## config.mk

```make
export PLATFORM = sky130hd
export DESIGN_NAME = regfile2in_loader
export DESIGN_NICKNAME = d
export VERILOG_FILES = /design/src/rtl/img2col_pkg.sv /design/src/rtl/regfile2in_addr_gen.sv /design/src/rtl/regfile2in_loader.sv
export SDC_FILE = /design/constraint.sdc
export NUM_CORES = 1
export LEC_CHECK = 0
export ABC_AREA = 0
export CAP_MARGIN = 20
export CORE_MARGIN = 5
export CORE_UTILIZATION = 30
export CTS_BUF_LIST = sky130_fd_sc_hd__clkbuf_8 sky130_fd_sc_hd__clkbuf_16
export DETAILED_ROUTE_END_ITERATION = 12
export PLACE_DENSITY = 0.62
export SLEW_MARGIN = 20
export SYNTH_ARGS = -nofsm -noshare
export SYNTH_HDL_FRONTEND = slang
export SYNTH_SLANG_ARGS = --single-unit
```

## constraint.sdc

```tcl
create_clock -name clk -period 2 [get_ports clk]
set_clock_uncertainty 0.1 [all_clocks]
set_input_delay 0.6 -clock clk [delete_from_list [all_inputs] [get_ports clk]]
set_output_delay 0.6 -clock clk [all_outputs]
set_load 0.02 [all_outputs]
```

## src/rtl/img2col_pkg.sv

```systemverilog
// Shared state encoding and default sizing for the img2col register-file loader blocks.
package img2col_pkg;

    localparam int DATA_WIDTH_DEF  = 16;
    localparam int REG_NUM_DEF     = 25;
    localparam int ADDRESS_NUM_DEF = 5;

    typedef enum logic [2:0] {
        IDLE  = 3'd0,
        FILL  = 3'd1,
        FLUSH = 3'd2,
        READ  = 3'd3,
        DONE  = 3'd4
    } loader_state_e;

endpackage

```

## src/rtl/regfile2in_addr_gen.sv

```systemverilog
// Pair write pointer for the loader: clears on a new window, steps by two per accepted beat,
// and flags the final beat and the odd single-word tail.
module regfile2in_addr_gen
    import img2col_pkg::*;
#(
    parameter int reg_num     = REG_NUM_DEF,
    parameter int address_num = ADDRESS_NUM_DEF
) (
    input  logic                   clk,
    input  logic                   rst,
    input  logic                   clear,
    input  logic                   advance,
    output logic [address_num-1:0] ptr,
    output logic [address_num-1:0] ptr_plus1,
    output logic                   last_beat,
    output logic                   odd_tail
);

    localparam int CW = address_num + 1;
    localparam logic [CW-1:0] LIMIT = CW'(reg_num);
    localparam logic [CW-1:0] TAIL  = CW'(reg_num - 1);
    localparam bit REG_NUM_ODD      = (reg_num % 2) != 0;

    logic [address_num-1:0] ptr_q;
    logic [address_num-1:0] ptr_d;
    logic [CW-1:0]          ptr_wide;

    always_comb begin
        ptr_d = ptr_q;
        if (clear) begin
            ptr_d = '0;
        end else if (advance) begin
            ptr_d = ptr_q + address_num'(2);
        end
    end

    always_ff @(posedge clk) begin
        if (rst) begin
            ptr_q <= '0;
        end else begin
            ptr_q <= ptr_d;
        end
    end

    // One extra bit so the compare near the top of the address space cannot wrap.
    assign ptr_wide  = {1'b0, ptr_q};
    assign ptr       = ptr_q;
    assign ptr_plus1 = ptr_q + address_num'(1);
    assign last_beat = (ptr_wide + CW'(2)) >= LIMIT;
    assign odd_tail  = REG_NUM_ODD && (ptr_wide == TAIL);

endmodule

```

## src/rtl/regfile2in_loader.sv

```systemverilog
// Loads one register-file window from a two-word stream, then pulses the parallel read and done.
// Define REGFILE2IN_LOADER_ABORT_EN to add an abort input that drops the current window.
module regfile2in_loader
    import img2col_pkg::*;
#(
    parameter int data_width  = DATA_WIDTH_DEF,
    parameter int reg_num     = REG_NUM_DEF,
    parameter int address_num = ADDRESS_NUM_DEF
) (
    input  logic                   clk,
    input  logic                   rst,
`ifdef REGFILE2IN_LOADER_ABORT_EN
    input  logic                   abort,
`endif
    input  logic                   start,
    input  logic                   in_valid,
    output logic                   in_ready,
    input  logic [data_width-1:0]  in_data1,
    input  logic [data_width-1:0]  in_data2,
    output logic [data_width-1:0]  in1,
    output logic [data_width-1:0]  in2,
    output logic [address_num-1:0] adrs_in1,
    output logic [address_num-1:0] adrs_in2,
    output logic                   wr_ctrl,
    output logic                   r_ctrl,
    output logic                   busy,
    output logic                   done
);

    loader_state_e state_q;
    loader_state_e state_d;

    logic [data_width-1:0]  in1_q;
    logic [data_width-1:0]  in1_d;
    logic [data_width-1:0]  in2_q;
    logic [data_width-1:0]  in2_d;
    logic [address_num-1:0] adrs1_q;
    logic [address_num-1:0] adrs1_d;
    logic [address_num-1:0] adrs2_q;
    logic [address_num-1:0] adrs2_d;
    logic                   wr_ctrl_q;
    logic                   wr_ctrl_d;

    logic                   abort_req;
    logic                   accept;
    logic                   clear_ptr;
    logic                   last_beat;
    logic                   odd_tail;
    logic [address_num-1:0] ptr;
    logic [address_num-1:0] ptr_plus1;

`ifdef REGFILE2IN_LOADER_ABORT_EN
    assign abort_req = abort && (state_q != IDLE);
`else
    assign abort_req = 1'b0;
`endif

    regfile2in_addr_gen #(
        .reg_num     (reg_num),
        .address_num (address_num)
    ) u_addr_gen (
        .clk       (clk),
        .rst       (rst),
        .clear     (clear_ptr),
        .advance   (accept),
        .ptr       (ptr),
        .ptr_plus1 (ptr_plus1),
        .last_beat (last_beat),
        .odd_tail  (odd_tail)
    );

    // Refusing the handshake during abort keeps the offered beat and the write port untouched.
    assign in_ready = (state_q == FILL) && !abort_req;

    always_comb begin
        state_d   = state_q;
        in1_d     = in1_q;
        in2_d     = in2_q;
        adrs1_d   = adrs1_q;
        adrs2_d   = adrs2_q;
        wr_ctrl_d = 1'b0;
        accept    = 1'b0;
        clear_ptr = 1'b0;

        case (state_q)
            IDLE: begin
                if (start) begin
                    state_d   = FILL;
                    clear_ptr = 1'b1;
                end
            end
            FILL: begin
                if (in_valid && in_ready) begin
                    accept    = 1'b1;
                    wr_ctrl_d = 1'b1;
                    in1_d     = in_data1;
                    adrs1_d   = ptr;
                    if (odd_tail) begin
                        in2_d   = in_data1;
                        adrs2_d = ptr;
                    end else begin
                        in2_d   = in_data2;
                        adrs2_d = ptr_plus1;
                    end
                    if (last_beat) begin
                        state_d = FLUSH;
                    end
                end
            end
            FLUSH:   state_d = READ;
            READ:    state_d = DONE;
            DONE:    state_d = IDLE;
            default: state_d = IDLE;
        endcase

        if (abort_req) begin
            state_d = IDLE;
        end
    end

    always_ff @(posedge clk) begin
        if (rst) begin
            state_q   <= IDLE;
            in1_q     <= '0;
            in2_q     <= '0;
            adrs1_q   <= '0;
            adrs2_q   <= '0;
            wr_ctrl_q <= 1'b0;
        end else begin
            state_q   <= state_d;
            in1_q     <= in1_d;
            in2_q     <= in2_d;
            adrs1_q   <= adrs1_d;
            adrs2_q   <= adrs2_d;
            wr_ctrl_q <= wr_ctrl_d;
        end
    end

    assign in1      = in1_q;
    assign in2      = in2_q;
    assign adrs_in1 = adrs1_q;
    assign adrs_in2 = adrs2_q;
    assign wr_ctrl  = wr_ctrl_q;
    assign r_ctrl   = (state_q == READ);
    assign busy     = (state_q != IDLE);
    assign done     = (state_q == DONE);

endmodule

```

==> flow_metrics.env <==
export IMPL_status="completed"
export IMPL_fp_dieH_um=91.1
export IMPL_highest_layer="met4"
export IMPL_internal_power_mw=1.72
export IMPL_totalWireLength_um=5280
export IMPL_ff2ff_setup_slack_ps=260
export IMPL_drive_gt1_share_pct=11.1
export IMPL_vias_per_cell=4.64
export IMPL_critPathTopFamily="buffers and inverters"
export IMPL_synth_top_cell_area_share_pct=45.7
export IMPL_cp_slowest_cell="clkdlybuf4s50_1"
export IMPL_setup_worst_path_class="register to output port"
export IMPL_dp_cells=368
export IMPL_clkSlewWorstSetupHoldPaths_ps=80
export IMPL_syn_nets=258
export IMPL_drtAntennaViolNets=0
export IMPL_grt_pass1_wl_um=8710
export IMPL_timing_final_crit_share_pct=97.4
export IMPL_fin_tns_setup_ps=0
export IMPL_core_mm2=0.00639
export IMPL_netlist_instances=220
export IMPL_cap_violations=0
export IMPL_cts_buffers=5
export IMPL_cts_tree="done"
export IMPL_yosysSeqAreaShare_pct=45.7
export IMPL_setup_viol=0
export IMPL_power_density_mw_per_mm2=824
export IMPL_avgSynthCellArea_um2=8.96
export IMPL_area_growth_pct=51.5
export IMPL_slowest_delay_ps=620
export IMPL_grt_pass1_vias=1711
export IMPL_met1_length_um=2460
export IMPL_die_area_mm2=0.00829
export IMPL_cts_hold_buf=0
export IMPL_drcViolationCount=0
export IMPL_rsz0062_at_grt="no"
export IMPL_ys_warnings_count=0
export IMPL_dp_hpwl_um=3970
export IMPL_yosys_top_cells_area="dfxtp_1 46%, mux2i_1 9.6%, nand2_1 8.0%"
export IMPL_required_ps=1300
export IMPL_holdWs_ps=355
export IMPL_wire_per_inst_um=14.1
export IMPL_grt_usage_pct=12.6
export IMPL_vias=1739
export IMPL_gp_congestion=0.781
export IMPL_worstRegToRegCells=5
export IMPL_sw_frac_of_total_pct=30.0
export IMPL_endpoint="in2[0]"
export IMPL_synth_cell_type_count=29
export IMPL_post_route_min_period_ps=1950
export IMPL_die_x_um=91.1
export IMPL_fill_cells=619
export IMPL_fin_nets=336
export IMPL_wl_met2_um=2520
export IMPL_cts_sinks=45
export IMPL_path_cells="clkdlybuf4s50_1"
export IMPL_drtPass1Iterations=4
export IMPL_cp_arrival_ps=1250
export IMPL_r2r_end="state_q[1]$_SDFFE_PP0P_"
export IMPL_endpoint_kind="output port"
export IMPL_h_tree_depth=2
export IMPL_power_leakage_nw=1.45
export IMPL_p_total_mw=2.46
export IMPL_fin_cells=375
export IMPL_port_buffers=81
export IMPL_wl_met3_um=264
export IMPL_grt_max_degree=41
export IMPL_crit_start="in2[0]$_SDFFE_PP0P_"
export IMPL_ys_seq_elements=45
export IMPL_drt_iter0_drc=80
export IMPL_ioPinCount=83
export IMPL_grt_overflow_total=0
export IMPL_root_buffer="clkbuf_8"
export IMPL_regToRegStartpoint="u_addr_gen.ptr[1]$_SDFFE_PP0P_"
export IMPL_path_buf_inv=1
export IMPL_ir_drop_uv=393
export IMPL_row_count=29
export IMPL_cp_num_cells=1
export IMPL_synth_area_mm2=0.00197
export IMPL_insertion_delay_ps=290
export IMPL_power_switching_mw=0.739
export IMPL_post_cts_buffers=0
export IMPL_clkPwrFrac_pct=27.1
export IMPL_crit_path_start_kind="register"
export IMPL_power_frac_comb_pct=30.3
export IMPL_diodes=0
export IMPL_dpl_worst_slack_ps=-195
export IMPL_fin_ws_ps=52.3
export IMPL_crit_fanout=2
export IMPL_multiInputGateArea_um2=906
export IMPL_antenna_found_initial=0
export IMPL_fmax_mhz=513
export IMPL_seqPwrFrac_pct=42.7
export IMPL_slew_viol_final=0
export IMPL_seqCellArea_um2=905
export IMPL_hold_viol_final=0
export IMPL_synth_top_area_cell="dfxtp_1"
export IMPL_start_util_pct=30.9
export IMPL_clockBufferDepth=2
export IMPL_hp_class="register to register"
==> stage by stage <==
step | utilization (%) | cell area (µm²)
floorplan | - | 1970
global placement | 44.5 | 2840
detailed placement | 44.5 | 2840
CTS | 46.0 | 2940
global route | 46.8 | 2990
finish | 46.8 | 2990
==> registers in the layout, indices dropped and copies added, names as in the netlist <==
signal          count
adrs_in1            1
u_addr_gen.ptr      4
wr_ctrl             1
in2                16
in1                16
state_q             3
adrs_in2            4
==> cell usage in the layout, fill, tap and decap left out, types with 2 or more instances in the layout <==
| cell | synthesis | routed |
|---|---|---|
| buf_12 | 0 | 2 |
| clkdlybuf4s50_1 | 0 | 59 |
| buf_4 | 7 | 11 |
| dfxtp_1 | 45 | 42 |
| dlygate4sd2_1 | 0 | 2 |
| nor3_1 | 3 | 3 |
| o21ai_0 | 3 | 3 |
| nor2_1 | 22 | 22 |
| ha_1 | 2 | 2 |
| buf_2 | 4 | 2 |
| nand3_1 | 2 | 2 |
| inv_1 | 4 | 4 |
| clkbuf_8 | 0 | 5 |
| dfxtp_2 | 0 | 3 |
| dlymetal6s2s_1 | 0 | 16 |
| mux2i_1 | 19 | 19 |
| a21oi_1 | 21 | 21 |
| and3b_1 | 2 | 2 |
| a211oi_1 | 14 | 14 |
| a211oi_2 | 4 | 4 |
| or3_1 | 2 | 2 |
| nand2_1 | 42 | 42 |
==> cell usage after synthesis <==
library cell / instances
dfxtp_1: 45
nand2_1: 42
nor2_1: 22
a21oi_1: 21
mux2i_1: 19
a211oi_1: 14
buf_4: 7
clkbuf_1: 7
buf_6: 5
a211oi_2: 4
buf_2: 4
inv_1: 4
nor3_1: 3
o21ai_0: 3
and3b_1: 2
ha_1: 2
nand3_1: 2
nor3b_1: 2
or3_1: 2
and4bb_1: 1
conb_1: 1
nand4bb_4: 1
nor2b_1: 1
nor4_1: 1
o211a_1: 1
o311ai_0: 1
o31ai_1: 1
o41ai_1: 1
xnor2_1: 1
==> power by group through the flow <==
stage / logic [mW] / clock network, mW / registers, mW
3_5_place_dp: 0.765 / 0 / 1.07
6_report: 0.745 / 0.666 / 1.05
3_3_place_gp: 0.758 / 0 / 1.07
2_1_floorplan: 0.319 / 0 / 1.16
5_1_grt: 0.814 / 0.731 / 1.06
4_1_cts: 0.758 / 0.688 / 1.05
==> per-layer routing <==
metal | track usage (%) | vias up
met5 | 0 | -
met4 | 3.67 | 0
met3 | 3.31 | 4
met2 | 19.5 | 41
met1 | 17.4 | 795
li1 | - | 899
==> layout make-up <==
cell class | count | area share, %
sequential | 45 | 30.3
timing repair buffer | 94 | 32.2
multi-input combinational | 148 | 30.3
clock buffer | 5 | 2.30
clock inverter | 2 | 1.17
inverter | 4 | 0.503
tap | 77 | 3.22
==> worst min-delay path by stage <==
stage                              startpoint                       end  slack (ps)  cells after the start
2_1_floorplan  u_addr_gen.ptr[4]$_SDFFE_PP0P_  adrs_in1[4]$_SDFFE_PP0P_         370                      2
3_3_place_gp             in1[10]$_SDFFE_PP0P_      in1[10]$_SDFFE_PP0P_         350                      2
3_5_place_dp             in1[13]$_SDFFE_PP0P_      in1[13]$_SDFFE_PP0P_         350                      2
4_1_cts                  in1[13]$_SDFFE_PP0P_      in1[13]$_SDFFE_PP0P_         360                      2
5_1_grt                  in1[13]$_SDFFE_PP0P_      in1[13]$_SDFFE_PP0P_         370                      2
6_report                 in1[13]$_SDFFE_PP0P_      in1[13]$_SDFFE_PP0P_         360                      2
==> cells by family (layout without fill, tap and decap cells) <==
| logic type | after synthesis | count (layout) | synth area share [%] |
|---|---|---|---|
| compound gates | 46 | 46 | 15.7 |
| xor+xnor | 1 | 1 | 0.444 |
| fa+ha+maj | 2 | 2 | 1.27 |
| buf+inv | 27 | 105 | 8.63 |
| flops | 45 | 45 | 45.7 |
| mux | 19 | 19 | 9.64 |
| other cells | 1 | 1 | 0.190 |
| simple gates | 79 | 79 | 18.4 |
==> repair_timing <==
item,4_1_cts,5_1_grt
resized for setup,12,19
pin swaps,0,0
gates cloned,0,0
endpoints found under the setup margin,5,19
Note: power is estimated with default switching activity, not from simulation.
